[src/rtl/seg7_reader.sv]
// Recovers the hex digit from an active-low 7-segment bus once the pattern has
// been sampled identically for STABLE_CYCLES edges; flags blank and illegal patterns.
module seg7_reader #(
    parameter int STABLE_CYCLES = 4,
    parameter int ERR_W         = 8
) (
    input  logic             Clock,
    input  logic             Resetn,
    input  logic [6:0]       seg_in,
    input  logic             sample_en,
    output logic [3:0]       value,
    output logic             value_valid,
    output logic             invalid,
    output logic             blank,
    output logic [ERR_W-1:0] err_count,
    output logic             locked
);

    localparam int CNT_W = (STABLE_CYCLES > 2) ? $clog2(STABLE_CYCLES) : 1;
    localparam logic [CNT_W-1:0] CNT_MAX  = CNT_W'(STABLE_CYCLES - 1);
    localparam logic [CNT_W-1:0] CNT_FIRE = CNT_W'(STABLE_CYCLES - 2);

    typedef enum logic [1:0] {
        IDLE   = 2'd0,
        TRACK  = 2'd1,
        LOCKED = 2'd2
    } state_t;

    state_t           state_reg;
    logic [6:0]       seg_q;
    logic [CNT_W-1:0] cnt_reg;
    logic [CNT_W-1:0] cnt_next;
    logic             same;
    logic             legal;
    logic             is_blank;
    logic [3:0]       digit;

    assign same     = (seg_in == seg_q);
    assign cnt_next = !same ? '0 : ((cnt_reg == CNT_MAX) ? cnt_reg : cnt_reg + 1'b1);
    assign is_blank = (seg_in == 7'b1111111);

    // Segment order is {a,b,c,d,e,f,g}; a 0 bit means the segment is lit.
    always_comb begin
        legal = 1'b1;
        digit = 4'h0;
        case (seg_in)
            7'b0000001: digit = 4'h0;
            7'b1001111: digit = 4'h1;
            7'b0010010: digit = 4'h2;
            7'b0000110: digit = 4'h3;
            7'b1001100: digit = 4'h4;
            7'b0100100: digit = 4'h5;
            7'b0100000: digit = 4'h6;
            7'b0001101: digit = 4'h7;
            7'b0000000: digit = 4'h8;
            7'b0000100: digit = 4'h9;
            7'b0001000: digit = 4'hA;
            7'b1100000: digit = 4'hB;
            7'b0110001: digit = 4'hC;
            7'b1000010: digit = 4'hD;
            7'b0110000: digit = 4'hE;
            7'b0111000: digit = 4'hF;
            default:    legal = 1'b0;
        endcase
    end

    always_ff @(posedge Clock or negedge Resetn) begin
        if (!Resetn) begin
            state_reg   <= IDLE;
            seg_q       <= 7'b1111111;
            cnt_reg     <= '0;
            value       <= 4'h0;
            value_valid <= 1'b0;
            invalid     <= 1'b0;
            blank       <= 1'b0;
            err_count   <= '0;
            locked      <= 1'b0;
        end else begin
            seg_q       <= seg_in;
            value_valid <= 1'b0;
            invalid     <= 1'b0;
            blank       <= 1'b0;
            if (!sample_en) begin
                state_reg <= IDLE;
                cnt_reg   <= '0;
                locked    <= 1'b0;
            end else begin
                case (state_reg)
                    IDLE: begin
                        // Stability counting always starts fresh on (re)enable.
                        cnt_reg   <= '0;
                        locked    <= 1'b0;
                        state_reg <= TRACK;
                    end
                    TRACK: begin
                        cnt_reg <= cnt_next;
                        if (same && (cnt_reg == CNT_FIRE)) begin
                            if (legal) begin
                                value       <= digit;
                                value_valid <= 1'b1;
                            end else if (is_blank) begin
                                blank <= 1'b1;
                            end else begin
                                invalid <= 1'b1;
                                if (err_count != {ERR_W{1'b1}})
                                    err_count <= err_count + 1'b1;
                            end
                            state_reg <= LOCKED;
                            locked    <= 1'b1;
                        end
                    end
                    LOCKED: begin
                        cnt_reg <= cnt_next;
                        if (!same) begin
                            state_reg <= TRACK;
                            locked    <= 1'b0;
                        end
                    end
                    default: begin
                        state_reg <= IDLE;
                        cnt_reg   <= '0;
                        locked    <= 1'b0;
                    end
                endcase
            end
        end
    end

endmodule

[config.mk]
export PLATFORM = sky130hd
export DESIGN_NAME = seg7_reader
export DESIGN_NICKNAME = d
export VERILOG_FILES = /design/src/rtl/seg7_reader.sv
export SDC_FILE = /design/constraint.sdc
export NUM_CORES = 1
export LEC_CHECK = 0
export CAP_MARGIN = 25
export CORE_MARGIN = 8
export CORE_UTILIZATION = 55
export CTS_BUF_LIST = sky130_fd_sc_hd__clkbuf_8
export CTS_CLUSTER_DIAMETER = 30
export CTS_CLUSTER_SIZE = 28
export DETAILED_ROUTE_END_ITERATION = 8
export HOLD_SLACK_MARGIN = 0.1
export PLACE_DENSITY = 0.91
export SETUP_SLACK_MARGIN = 0.2
export SLEW_MARGIN = 10
export SYNTH_ARGS = -nofsm -noshare
export SYNTH_HDL_FRONTEND = slang
export SYNTH_SLANG_ARGS = --single-unit
[constraint.sdc]
create_clock -name Clock -period 2.7 [get_ports Clock]
set_input_delay 0.54 -clock Clock [delete_from_list [all_inputs] [get_ports Clock]]
set_output_delay 0.54 -clock Clock [all_outputs]
set_load 0.05 [all_outputs]
== Word-level counts from Yosys, hierarchy flattened ==
Index checks and enable logic that the tools add are counted.
Cells by class
  add/sub/neg operators: 2
  equality and inequality tests: 25
  mux-type cells: 28
  bitwise operators: 2
  reductions and logical operators: 8
Operator list (count)
  one-hot mux 4 bit (15 select lines): 1
  == test 7 x 6 -> 1 bit, second input constant: 5
  == test 7 bit, second input constant: 5
  two-way mux 1 bit: 18
  OR reduction 16 bit: 1
  == test 7 x 3 -> 1 bit, second input constant: 2
  == test 7 x 4 -> 1 bit, second input constant: 2
  two-way mux 2 bit: 7
  adder 8 x 1 -> 8 bit, second input constant: 1
  inequality test 8 bit, second input constant: 1
  == test 7 x 1 -> 1 bit, second input constant: 1
  == test 7 x 5 -> 1 bit, second input constant: 1
  == test 7 bit: 1
  zero test 7 bit: 1
  == test 2 bit, second input constant: 3
  inequality test 3 bit, second input constant: 2
  one-hot mux 2 bit (3 select lines): 1
  AND reduction 6 bit: 1
  inequality test 4 bit, second input constant: 1
  AND reduction 4 bit: 1
  adder 2 x 1 -> 2 bit, second input constant: 1
  == test 2 x 1 -> 1 bit, second input constant: 1
  zero test 2 bit: 1
  inverter 1 bit: 2
  other kinds (4): 4
Word-level totals
  register bits after elaboration: 27
  input bits: 10

== Logic depth before layout (Yosys ltp) ==
Gate-level depths: netlist of the first run.
  word-level depth: 7
  gate-level depth with buffers: 8
  depth with buffers taken out: 7

== Worst setup path after synthesis of the first run ==
OpenSTA, ideal clock, no wires.
  kind: input port to flip-flop
  start point: input seg_in[6]
  end point: register err_count[1]
  arrival: 2127 ps
  path slack: 448 ps
  cell stages on the path: 8
  buffers on the path: 2
  path through: buf_6 xnor2_2 nand4_1 nand4bb_4 or3b_1 buf_2 or2_4 mux2_4
Between the ends
  cells in the longest elaborated chain, start to end: 5
  elaborated cells on any way between the ends: 24
  classes of those cells: 17 x eq/ne; 1 x mux; 2 x bitwise; 4 x reduce/logical
Ends and longest elaborated chain
  start: declaration: line 9  | input logic [6:0] seg_in,
  == test 7 x 6 -> 1 bit (tied with other cells): line 46  | case (seg_in)
  OR reduction 16 bit (no line)
  two-way mux 1 bit: line 46
  inverter 1 bit (no line)
  AND reduction 6 bit (no line) *
  end signal: assignment: line 106  | err_count <= err_count + 1'b1;
  end: declaration: line 15  | output logic [ERR_W-1:0] err_count,
Every way passes the cells marked *; elsewhere a longest branch is shown, timed or not.
A chain may end at the register's enable or synchronous reset.

== Worst setup path in the final report of the first run ==
  start point: input seg_in[4]
  end point: register err_count[3]
The elaborated chain is that of the path after synthesis.

==> summary.md, run 1 <==
| Metric | Value |
|---|---|
| Status | `finished clean` |
| Synthesized flop and latch total | `27` |
| Routability congestion estimate | `0.899` |
| Distinct cell type count after synthesis | `45` |
| Maximum vdd drop | `0.359 mV` |
| Buffer depth of the longest clock path | `2` |
| Post-detailed-placement half-perimeter wirelength | `3.09 mm` |
| Number of max-slew violations in the final report | `0` |
| Maximum frequency from static timing analysis | `415 MHz` |
| Hold Buf Count CTS | `0` |
| Placement Setup Slack | `-0.139 ns` |
| Fraction of power consumed by sequential logic | `50.2%` |
| Share of the cycle needed by the critical path after routing | `89.2%` |
| Total Routed Length | `4.11 mm` |
| Critical path peak fanout | `8` |
| Drt pass-1 iters | `4` |
| Post-synthesis net count | `180` |
| Worst-case headroom to the max-slew limit | `65.9%` |
| Clock network fraction of total power | `26.4%` |
| Global route total overflow | `0` |
| Final setup violating endpoints | `0` |
| Area of all placed cells without fillers | `0.00221 mm2` |
| Number of ports placed on the die boundary | `26` |
| Final count of hold timing violations | `0` |
| Worst hold path type | `input port to register` |
| Logic pwr share | `23.3%` |
| Average wire per standard cell | `16.7 um` |
| Least setup slack across all paths after layout | `0.291 ns` |
| Post-synth EDFFs | `0` |
| Count leader, synth | `dfrtp_1` |
| Reported net switching power | `0.250 mW` |
| Reported leakage power | `1.04 nW` |
| Largest registers | `err_count x8, seg_q x7, value x4` |
| Power Dens Cells | `393 mW/mm2` |
| Dominant cell type by area after synthesis | `dfrtp_1` |
| Vias in the first global route | `1490` |
| Share of flip-flops with an asynchronous set or reset | `100%` |
| Post-route antenna net violation count | `0` |
| List of most frequent post-synthesis cells | `dfrtp_1, nor2_1, xor2_1, nand3_1, nand2_1` |
| Wire length of the first global-routing pass | `7.00 mm` |
| WP data required | `2.90 ns` |
| WP data arrival | `2.61 ns` |
| Inserted Clock Buffers | `3` |
| Post-route core utilization | `79.6%` |
| Area Growth Syn to Fin | `35.3%` |
| Number of cell rows | `19` |
| Number of DRC violations after detailed routing | `0` |
| Post-CTS Setup Bufs | `0` |
| Startpoint-to-endpoint class of the critical path | `input port to register` |
| Via count of the routed design | `1436` |
| Avg Cell Area, Syn | `10.0 um2` |
| Die Ht | `70.6 um` |
| Master cell of the clock root buffer | `clkbuf_8` |
| CTS tree | `done` |
| Largest net degree at the start of global routing | `28` |
| Post-detailed-route via-to-cell ratio | `5.84` |
| Insertion delay of the later-clocked pin in the worst-skew pair | `0.27 ns` |
| Tot Pwr | `0.871 mW` |
| Number of max-capacitance violations reported | `0` |
| Total number of yosys warnings | `0` |
| Post-DP Area | `0.00211 mm2` |
| Nets@finish | `233` |
| Number of levels in the clock H-tree | `1` |
| Largest reg by FF count | `err_count` |
| Area of the die | `0.00498 mm2` |
| Gr usage total | `16.5%` |
| Max reg flops | `8` |
| CP Capture Type | `register` |
| Setup repair after global routing missed its margin | `yes` |
| Floorplan die width | `70.6 um` |
| Number of antenna violations at the first check in global routing | `0` |
| Clock period minus final worst setup slack | `2.41 ns` |
| Final clock skew | `0.00238 ns` |
| Clock slew at reported path FFs | `0.09 ns` |
| P_int | `0.622 mW` |
| Synth area leaders | `dfrtp_1, dfstp_2, xor2_1, ha_1, xnor2_1` |
| Post-synth top flop | `dfrtp_1` |
| Initial cell density of the core | `58.8%` |
| Antenna diode count | `0` |
| Sequential cell area fraction in the yosys report | `41.8%` |
| Cell area after synthesis | `0.00164 mm2` |
| Actual slew at the worst max-slew pin | `0.510 ns` |
| Count of clock tree sinks | `27` |
| Share of final-layout standard cells stronger than drive strength 1 | `28.8%` |
| Standard cell core area | `0.00278 mm2` |
| Starting DRT DRC Count | `94` |
| Instance count of the mapped netlist | `163` |
| Switching part of the total | `28.7%` |
| Post_cts resized | `2` |
| Top cell type's share of synthesized area | `30.6%` |
| Number of I/O port buffers | `25` |
| Sort of element at the start of the critical path | `input port` |
==> cell families (layout without fill, tap and decap cells) <==
family	after synthesis	after routing	synth area share, %
fa+ha+maj	7	7	5.35
simple gates	66	66	24.2
compound gates	21	21	8.64
buf+inv	17	69	5.12
xor+xnor	19	19	10.6
mux	6	6	4.20
flops	27	27	41.8
==> path summary, 6_finish.rpt <==
check	startpoint	end	slack (ns)	cells past startpoint
max reg2reg	state_reg[1]	err_count[1]	0.50	7
min reg2reg	value[3]	value[3]	0.48	1
max	seg_in[4]	err_count[3]	0.29	9
min	seg_in[2]	seg_q[2]	0.47	1
min in group asynchronous	Resetn	cnt_reg[0]	0.63	2
max in group asynchronous	Resetn	seg_q[0]	1.77	2
==> layer usage <==
metal | track usage, % | wire length, um | up-vias
li1 | - | - | 689
met1 | 20.2 | 1750 | 706
met2 | 28.4 | 2110 | 35
met3 | 2.09 | 161 | 6
met4 | 7.22 | 77 | 0
met5 | 0 | 0 | -
==> cell type report <==
type | count | area [um2]
multi-input combinational | 119 | 922
sequential | 27 | 684
fill | 197 | 567
timing repair buffer | 57 | 493
clock buffer | 3 | 41.3
tap | 31 | 38.8
inverter | 8 | 30.0
clock inverter | 1 | 5.00
==> power groups by stage <==
stage	logic (mW)	registers [mW]	clock network (mW)
2_1_floorplan	0.112	0.442	0
3_3_place_gp	0.180	0.444	0
3_5_place_dp	0.195	0.445	0
4_1_cts	0.195	0.438	0.231
5_1_grt	0.224	0.439	0.251
6_report	0.203	0.438	0.230
==> placed cells by master (no fill, tap or decap), types with 3 or more instances in the layout <==
| master | synthesis | routed |
|---|---|---|
| nand4_1 | 5 | 5 |
| ha_1 | 7 | 7 |
| nor3_2 | 0 | 3 |
| a21oi_1 | 5 | 5 |
| mux2_2 | 3 | 3 |
| inv_1 | 7 | 7 |
| nor3_1 | 6 | 3 |
| clkbuf_8 | 0 | 3 |
| clkdlybuf4s50_1 | 0 | 21 |
| o21ai_0 | 3 | 3 |
| nand2_1 | 9 | 9 |
| buf_4 | 1 | 32 |
| and3_1 | 3 | 3 |
| dfstp_2 | 7 | 7 |
| nand3_1 | 10 | 10 |
| xor2_1 | 11 | 11 |
| nor4_1 | 5 | 4 |
| nor2_1 | 11 | 11 |
| xnor2_1 | 7 | 7 |
| dfrtp_1 | 20 | 20 |
==> critical path, stage by stage <==
cell and delay [ns]:
clkdlybuf4s50_1 0.47, buf_4 0.20, o211a_1 0.23, a31oi_2 0.24, nand4_2 0.20, buf_4 0.21, buf_4 0.14, nor3_2 0.21
xor2_1 0.16
==> per-stage QoR <==
stage / hold WS, ns / std cells / setup TNS, ns
floorplan: 0.244 / 163 / 0
global placement: 0.458 / 242 / -0.384
detailed placement: 0.468 / 242 / -0.790
CTS: 0.486 / 246 / 0
global route: 0.478 / 246 / 0
finish: 0.470 / 246 / 0
(Power assumes the default switching activity.)
==> inputs of run 2 (changes only) <==
Settings changed: CORE_UTILIZATION 55 to 46, MAX_ROUTING_LAYER set to met4, PLACE_DENSITY 0.91 to 0.79.
==> summary.md, run 2 (synthesis results as in run 1) <==
| Metric | Value |
|---|---|
| Largest reg by FF count | `err_count` |
| Hold Path Cell Cnt | `1 (unchanged)` |
| Standard cell core area | `0.00339 mm2 (+22%)` |
| Setup repair after global routing missed its margin | `yes` |
| Largest registers | `err_count x8, seg_q x7, value x4` |
| Area of the die | `0.00572 mm2 (+15%)` |
| Max reg flops | `8 (unchanged)` |
| Final clock skew | `0.00813 ns (+0.00575 ns)` |
| Count of clock tree sinks | `27 (unchanged)` |
| Maximum frequency from static timing analysis | `409 MHz (-1.4%)` |
| Vias in the first global route | `1413 (-5.2%)` |
| Family with the most delay on the worst path | `simple AND/OR/NAND/NOR gates` |
| Setup Total Neg Slack | `0 ns (unchanged)` |
| Sort of element at the start of the critical path | `input port` |
| Share of final-layout standard cells stronger than drive strength 1 | `29.2% (+0.33 points)` |
| Logic pwr share | `22.5% (-0.8 points)` |
| Total Routed Length | `3.96 mm (-3.7%)` |
| Area taken by flip-flops and latches | `684 um2 (unchanged)` |
| Register-to-Register Path Depth | `8 (+1)` |
| Clock network fraction of total power | `26.3% (about the same)` |
| Number of cells on the critical path | `9 (unchanged)` |
| Largest net degree at the start of global routing | `28 (unchanged)` |
| Die Ht | `75.6 um (+7.2%)` |
| Power Dens Cells | `380 mW/mm2 (-3.4%)` |
| Switching part of the total | `27.6% (-1.0 points)` |
| Clock slew at reported path FFs | `0.09 ns (about the same)` |
| Fraction of power consumed by sequential logic | `51.2% (+1.0 points)` |
| Commonest non-fill, non-tap cell in the layout | `buf_4` |
| Insertion delay of the later-clocked pin in the worst-skew pair | `0.27 ns (about the same)` |
| Post-route antenna net violation count | `0 (unchanged)` |
| Number of max-capacitance violations reported | `0 (unchanged)` |
| Actual slew at the worst max-slew pin | `0.530 ns (+0.0202 ns)` |
| Starting DRT DRC Count | `37 (-61%)` |
| Least setup slack across all paths after layout | `0.256 ns (-0.0351 ns)` |
| Placement Setup Slack | `-0.110 ns (+0.0289 ns)` |
| Wire length of the first global-routing pass | `6.46 mm (-7.8%)` |
| Number of cell rows | `21 (+2)` |
| Maximum vdd drop | `0.184 mV (-49%)` |
| Worst hold path type | `input port to register` |
| Final count of hold timing violations | `0 (unchanged)` |
| Number of ports placed on the die boundary | `26 (unchanged)` |
| Final instance count without filler cells | `262 (+6.5%)` |
| Average wire per standard cell | `15.1 um (-9.6%)` |
| Post-detailed-route via-to-cell ratio | `5.36 (-8.2%)` |
| Via count of the routed design | `1404 (-2.2%)` |
| Number of antenna violations at the first check in global routing | `0 (unchanged)` |
| Worst-case headroom to the max-slew limit | `64.5% (-1.4 points)` |
| Startpoint-to-endpoint class of the critical path | `input port to register` |
| Buffer depth of the longest clock path | `2 (unchanged)` |
| Slowest cell on crit path | `clkdlybuf4s50_1` |
| Routability congestion estimate | `0.884 (-1.7%)` |
| Footprint of the multi-input gates | `927 um2 (+0.54%)` |
| CP Capture Type | `register` |
| Drt pass-1 iters | `4 (unchanged)` |
| Floorplan die width | `75.6 um (+7.2%)` |
| Endpoint of the worst-slack reg-to-reg timing path | `err_count[5]` |
| Status | `finished clean` |
| Startpoint of the worst-slack reg-to-reg timing path | `state_reg[1]` |
| Global route total overflow | `0 (unchanged)` |
| Number of DRC violations after detailed routing | `0 (unchanged)` |
| Initial cell density of the core | `48.3% (-11 points)` |
| Fillers | `246 (+25%)` |
| Gr usage total | `15.0% (-1.5 points)` |
| CP peak stage delay | `0.47 ns (about the same)` |
| Setup slack on the worst flop-to-flop path | `0.56 ns (+0.06 ns)` |
| Antenna diode count | `0 (unchanged)` |
| P_int | `0.620 mW (-0.29%)` |
| Post-detailed-placement half-perimeter wirelength | `3.21 mm (+3.9%)` |
| WP data arrival | `2.64 ns (+0.03 ns)` |
| Number of max-slew violations in the final report | `0 (unchanged)` |
| Final setup violating endpoints | `0 (unchanged)` |
| Number of I/O port buffers | `25 (unchanged)` |
| Nets@finish | `234 (+0.43%)` |
| Cell count after placement | `258 (+6.6%)` |
| Share of the cycle needed by the critical path after routing | `90.5% (+1.3 points)` |
| Critical path peak fanout | `8 (unchanged)` |
| Inserted Clock Buffers | `3 (unchanged)` |
| Tot Pwr | `0.856 mW (-1.7%)` |
| Reported leakage power | `1.05 nW (+0.31%)` |
| CTS tree | `done` |
| Hold worst-path end | `seg_q[2]` |
| Clock period minus final worst setup slack | `2.44 ns (+0.0351 ns)` |
| Area Growth Syn to Fin | `37.7%` |
| Hold path startpoint | `seg_in[2]` |
| Critical path, cell by cell | `clkdlybuf4s50_1, buf_6, xnor2_2, nand4_1, nand4bb_4, or3b_1, buf_4, nor4_2, xor2_1` |
| Master cell of the clock root buffer | `clkbuf_8` |
| Reported net switching power | `0.237 mW (-5.3%)` |
| Top library cells by usage in the layout, fill and taps aside | `buf_4, clkdlybuf4s50_1, dfrtp_1, xor2_1` |
| Number of levels in the clock H-tree | `1 (unchanged)` |
| WP data required | `2.90 ns (about the same)` |
| Buffers plus inverters on the worst setup path | `3 (-1)` |
## run 2: changes by cell type in the layout (fill, tap and decap cells not counted), sizes merged
cell,change
buf,+1
clkinv,-1
clkdlybuf4s50,+1
clkinvlp,+1
dlygate4sd2,-1
## run 2: power by group through the flow
stage | Combinational (mW) | Clock (mW) | Sequential, mW
6_report | 0.193 | 0.226 | 0.438
5_1_grt | 0.218 | 0.244 | 0.440
4_1_cts | 0.189 | 0.236 | 0.438
3_5_place_dp | 0.188 | 0 | 0.446
3_3_place_gp | 0.178 | 0 | 0.443
2_1_floorplan | 0.112 | 0 | 0.442
## run 2: metrics by stage
step                      hold slack [ns]  utilization [%]  cell area (um2)
final                               0.480             66.5             2250
after global routing                0.473             66.5             2250
after CTS                           0.501             64.8             2200
after detailed placement            0.478             63.1             2140
after global placement              0.465             63.1             2140
after floorplan                     0.244                -             1640
## run 2: worst max path at each step
stage	startpoint	to	slack, ns
2_1_floorplan	seg_in[6]	err_count[1]	0.45
3_3_place_gp	seg_in[6]	err_count[6]	-0.08
3_5_place_dp	seg_in[6]	err_count[7]	-0.11
4_1_cts	seg_in[3]	err_count[5]	0.22
5_1_grt	seg_in[3]	err_count[5]	0.13
6_report	seg_in[3]	err_count[5]	0.26
## run 2: timing repair
action	CTS	global route
hold buffers	0	0
pin swaps	0	2
setup endpoints to repair	3	7
buffers inserted	0	0
cloned	0	0
gates resized for setup	3	11
## run 2: area by class of cell
class | instances | area share, %
Clock buffer | 3 | 1.83
Clock inverter | 1 | 0.333
Inverter | 8 | 1.33
Multi-Input combinational cell | 119 | 41.1
Sequential cell | 27 | 30.4
Tap cell | 46 | 2.55
Timing Repair Buffer | 58 | 22.4
## run 2: layer usage
metal | vias to the layer above | routed length, um | global-route usage [%]
met1 | 700 | 1680 | 17.3
li1 | 683 | - | -
met3 | 4 | 93 | 0.921
met5 | - | 0 | -
met2 | 17 | 2130 | 26.5
met4 | 0 | 55 | 6.18
## run 2: worst reg2reg max path: stages (launching register included)
cell and delay (ns):
dfrtp_1 0.40, inv_1 0.12, ha_1 0.18, and3_1 0.24, nand4bb_4 0.12, or3b_1 0.39, buf_4 0.19, nor4_2 0.25
xor2_1 0.18
==> inputs of run 3 (changes only) <==
Settings changed: CORE_ASPECT_RATIO set to 2, RECOVER_POWER set to 50.
==> summary.md, run 3 (synthesis results as in run 1) <==
| Metric | Value |
|---|---|
| Status | `finished clean` |
| CP Capture Type | `register` |
| Actual slew at the worst max-slew pin | `1.39 ns (+0.857 ns)` |
| Area taken by flip-flops and latches | `684 um2 (unchanged)` |
| Die Ht | `100 um (+33%)` |
| Number of cell rows | `30 (+43%)` |
| Post-detailed-route via-to-cell ratio | `5.79 (+8.0%)` |
| Reported net switching power | `0.254 mW (+7.3%)` |
| Reported leakage power | `1.05 nW (+0.60%)` |
| Buffer depth of the longest clock path | `2 (unchanged)` |
| Number of antenna violations at the first check in global routing | `0 (unchanged)` |
| Total Routed Length | `4.45 mm (+12%)` |
| Sort of element at the start of the critical path | `input port` |
| Final setup violating endpoints | `0 (unchanged)` |
| Share of final-layout standard cells stronger than drive strength 1 | `31.5% (+2.4 points)` |
| Routability congestion estimate | `0.920 (+4.1%)` |
| Final count of hold timing violations | `0 (unchanged)` |
| Floorplan die width | `58.2 um (-23%)` |
| Switching part of the total | `28.8% (+1.2 points)` |
| Maximum vdd drop | `0.245 mV (+33%)` |
| Area Growth Syn to Fin | `40.0%` |
| Hold Slack | `0.409 ns (-0.0715 ns)` |
| Number of max-slew violations in the final report | `0 (unchanged)` |
| Critical path, cell by cell | `dlygate4sd3_1, xnor2_1, nand4_1, nand4bb_4, or3b_4, buf_4, nor3_1, xor2_1` |
| Number of levels in the clock H-tree | `1 (unchanged)` |
| CP peak stage delay | `0.59 ns (+0.12 ns)` |
| Buffers plus inverters on the worst setup path | `2 (-1)` |
| Vias in the first global route | `1606 (+14%)` |
| Top library cells by usage in the layout, fill and taps aside | `buf_4, dfrtp_1, clkdlybuf4s50_1, xor2_1, nor2_1` |
| Final instance count without filler cells | `270 (+3.1%)` |
| Standard cell core area | `0.00342 mm2 (+0.78%)` |
| Post-route core utilization | `67.1% (+0.59 points)` |
| Footprint of the multi-input gates | `937 um2 (+1.1%)` |
| Critical Path End | `err_count[3]` |
| Fillers | `264 (+7.3%)` |
| Hold Buf Count CTS | `0 (unchanged)` |
| Number of I/O port buffers | `25 (unchanged)` |
| Wire length of the first global-routing pass | `7.13 mm (+10%)` |
| Number of ports placed on the die boundary | `26 (unchanged)` |
| Post-route antenna net violation count | `0 (unchanged)` |
| Largest registers | `err_count x8, seg_q x7, value x4` |
| Number of DRC violations after detailed routing | `0 (unchanged)` |
| WP data required | `2.91 ns (about the same)` |
| Endpoint of the worst-slack reg-to-reg timing path | `err_count[3]` |
| Starting DRT DRC Count | `42 (+14%)` |
| Family with the most delay on the worst path | `simple AND/OR/NAND/NOR gates` |
| Final clock skew | `0.00375 ns (-0.00439 ns)` |
| Nets@finish | `240 (+2.6%)` |
| Startpoint-to-endpoint class of the critical path | `input port to register` |
| Logic pwr share | `23.9% (+1.4 points)` |
| Count of clock tree sinks | `27 (unchanged)` |
| Max reg flops | `8 (unchanged)` |
| Setup slack on the worst flop-to-flop path | `0.49 ns (-0.07 ns)` |
| Clock network fraction of total power | `26.3% (about the same)` |
| Master cell of the clock root buffer | `clkbuf_8` |
| Largest net degree at the start of global routing | `28 (unchanged)` |
| Insertion delay of the later-clocked pin in the worst-skew pair | `0.27 ns (about the same)` |
| Area of the die | `0.00584 mm2 (+2.0%)` |
| Tot Pwr | `0.881 mW (+2.9%)` |
| Critical path startpoint | `seg_in[5]` |
| Number of max-capacitance violations reported | `0 (unchanged)` |
| CTS tree | `done` |
| Global route total overflow | `0 (unchanged)` |
| Post-detailed-placement half-perimeter wirelength | `3.43 mm (+7.0%)` |
| Power Dens Cells | `385 mW/mm2 (+1.2%)` |
| Clock period minus final worst setup slack | `2.49 ns (+0.0504 ns)` |
| Commonest non-fill, non-tap cell in the layout | `buf_4` |
| Number of cells on the critical path | `8 (-1)` |
| Worst-case headroom to the max-slew limit | `7.51% (-57 points)` |
| Initial cell density of the core | `47.9% (-0.37 points)` |
| Hold path startpoint | `seg_in[3]` |
| Share of the cycle needed by the critical path after routing | `92.4% (+1.9 points)` |
| P_int | `0.627 mW (+1.2%)` |
| Startpoint of the worst-slack reg-to-reg timing path | `state_reg[1]` |
| Gr usage total | `15.8% (+0.76 points)` |
| Via count of the routed design | `1563 (+11%)` |
| Slowest cell on crit path | `dlygate4sd3_1` |
| Maximum frequency from static timing analysis | `401 MHz (-2.0%)` |
| Antenna diode count | `0 (unchanged)` |
| Drt pass-1 iters | `4 (unchanged)` |
| WP data arrival | `2.70 ns (+0.06 ns)` |
| Critical path peak fanout | `5 (-3)` |
| Register-to-Register Path Depth | `8 (unchanged)` |
| Clock slew at reported path FFs | `0.09 ns (about the same)` |
| Largest reg by FF count | `err_count` |
| Setup repair after global routing missed its margin | `yes` |
| Worst hold path type | `input port to register` |
| Inserted Clock Buffers | `3 (unchanged)` |
| Fraction of power consumed by sequential logic | `49.8% (-1.4 points)` |
| Cell count after placement | `261 (+1.2%)` |
| Average wire per standard cell | `16.5 um (+9.2%)` |
==> run 3: final cells by class <==
cell class / count / share of cell area [%]
Clock buffer: 3 / 1.80
Clock inverter: 1 / 0.328
Inverter: 8 / 1.31
Multi-Input combinational cell: 119 / 40.9
Sequential cell: 27 / 29.9
Tap cell: 48 / 2.62
Timing Repair Buffer: 64 / 23.2
==> run 3: how the worst min path moves through the flow <==
stage,endpoint,slack [ns],depth (start not counted)
2_1_floorplan,blank,0.24,0
3_3_place_gp,err_count[6],0.48,1
3_5_place_dp,err_count[7],0.49,1
4_1_cts,err_count[7],0.50,1
5_1_grt,seg_q[3],0.42,1
6_report,seg_q[3],0.41,1
==> run 3: per-stage QoR <==
stage | setup slack [ns] | cell area [um2] | TNS [ns]
6_report | 0.205 | 2290 | 0
4_1_cts | 0.202 | 2210 | 0
2_1_floorplan | 0.448 | 1640 | 0
5_1_grt | 0.0675 | 2290 | 0
3_3_place_gp | -0.179 | 2150 | -0.850
3_5_place_dp | -0.266 | 2150 | -1.77
==> run 3: power groups by stage <==
stage	clock network, mW	logic [mW]	registers (mW)
after floorplan	0	0.112	0.442
after global placement	0	0.178	0.444
after detailed placement	0	0.197	0.446
after CTS	0.235	0.200	0.438
after global routing	0.248	0.235	0.440
final	0.232	0.211	0.439
==> run 3: per-layer routing <==
| metal | vias up | share of wire, % | GRT usage [%] |
|---|---|---|---|
| met5 | - | 0 | - |
| met4 | 0 | 5.9 | 9.89 |
| met3 | 27 | 4.3 | 2.95 |
| met2 | 56 | 55 | 28.3 |
| met1 | 778 | 35 | 14.7 |
| li1 | 702 | - | - |
==> run 3: worst reg2reg max path, stage by stage, from the launching register on <==
cell and delay (ns):
dfrtp_1 0.39, inv_1 0.12, ha_1 0.19, and3_1 0.26, nand4bb_4 0.13, or3b_4 0.42, buf_4 0.16, nor3_1 0.30
xor2_1 0.17
==> run 3: what timing repair did <==
item / 4_1_cts / 5_1_grt
hold endpoints to repair: 0 / 0
buffers inserted: 0 / 5
endpoints found under the setup margin: 11 / 13
pin swaps: 0 / 1
resized for setup: 3 / 15
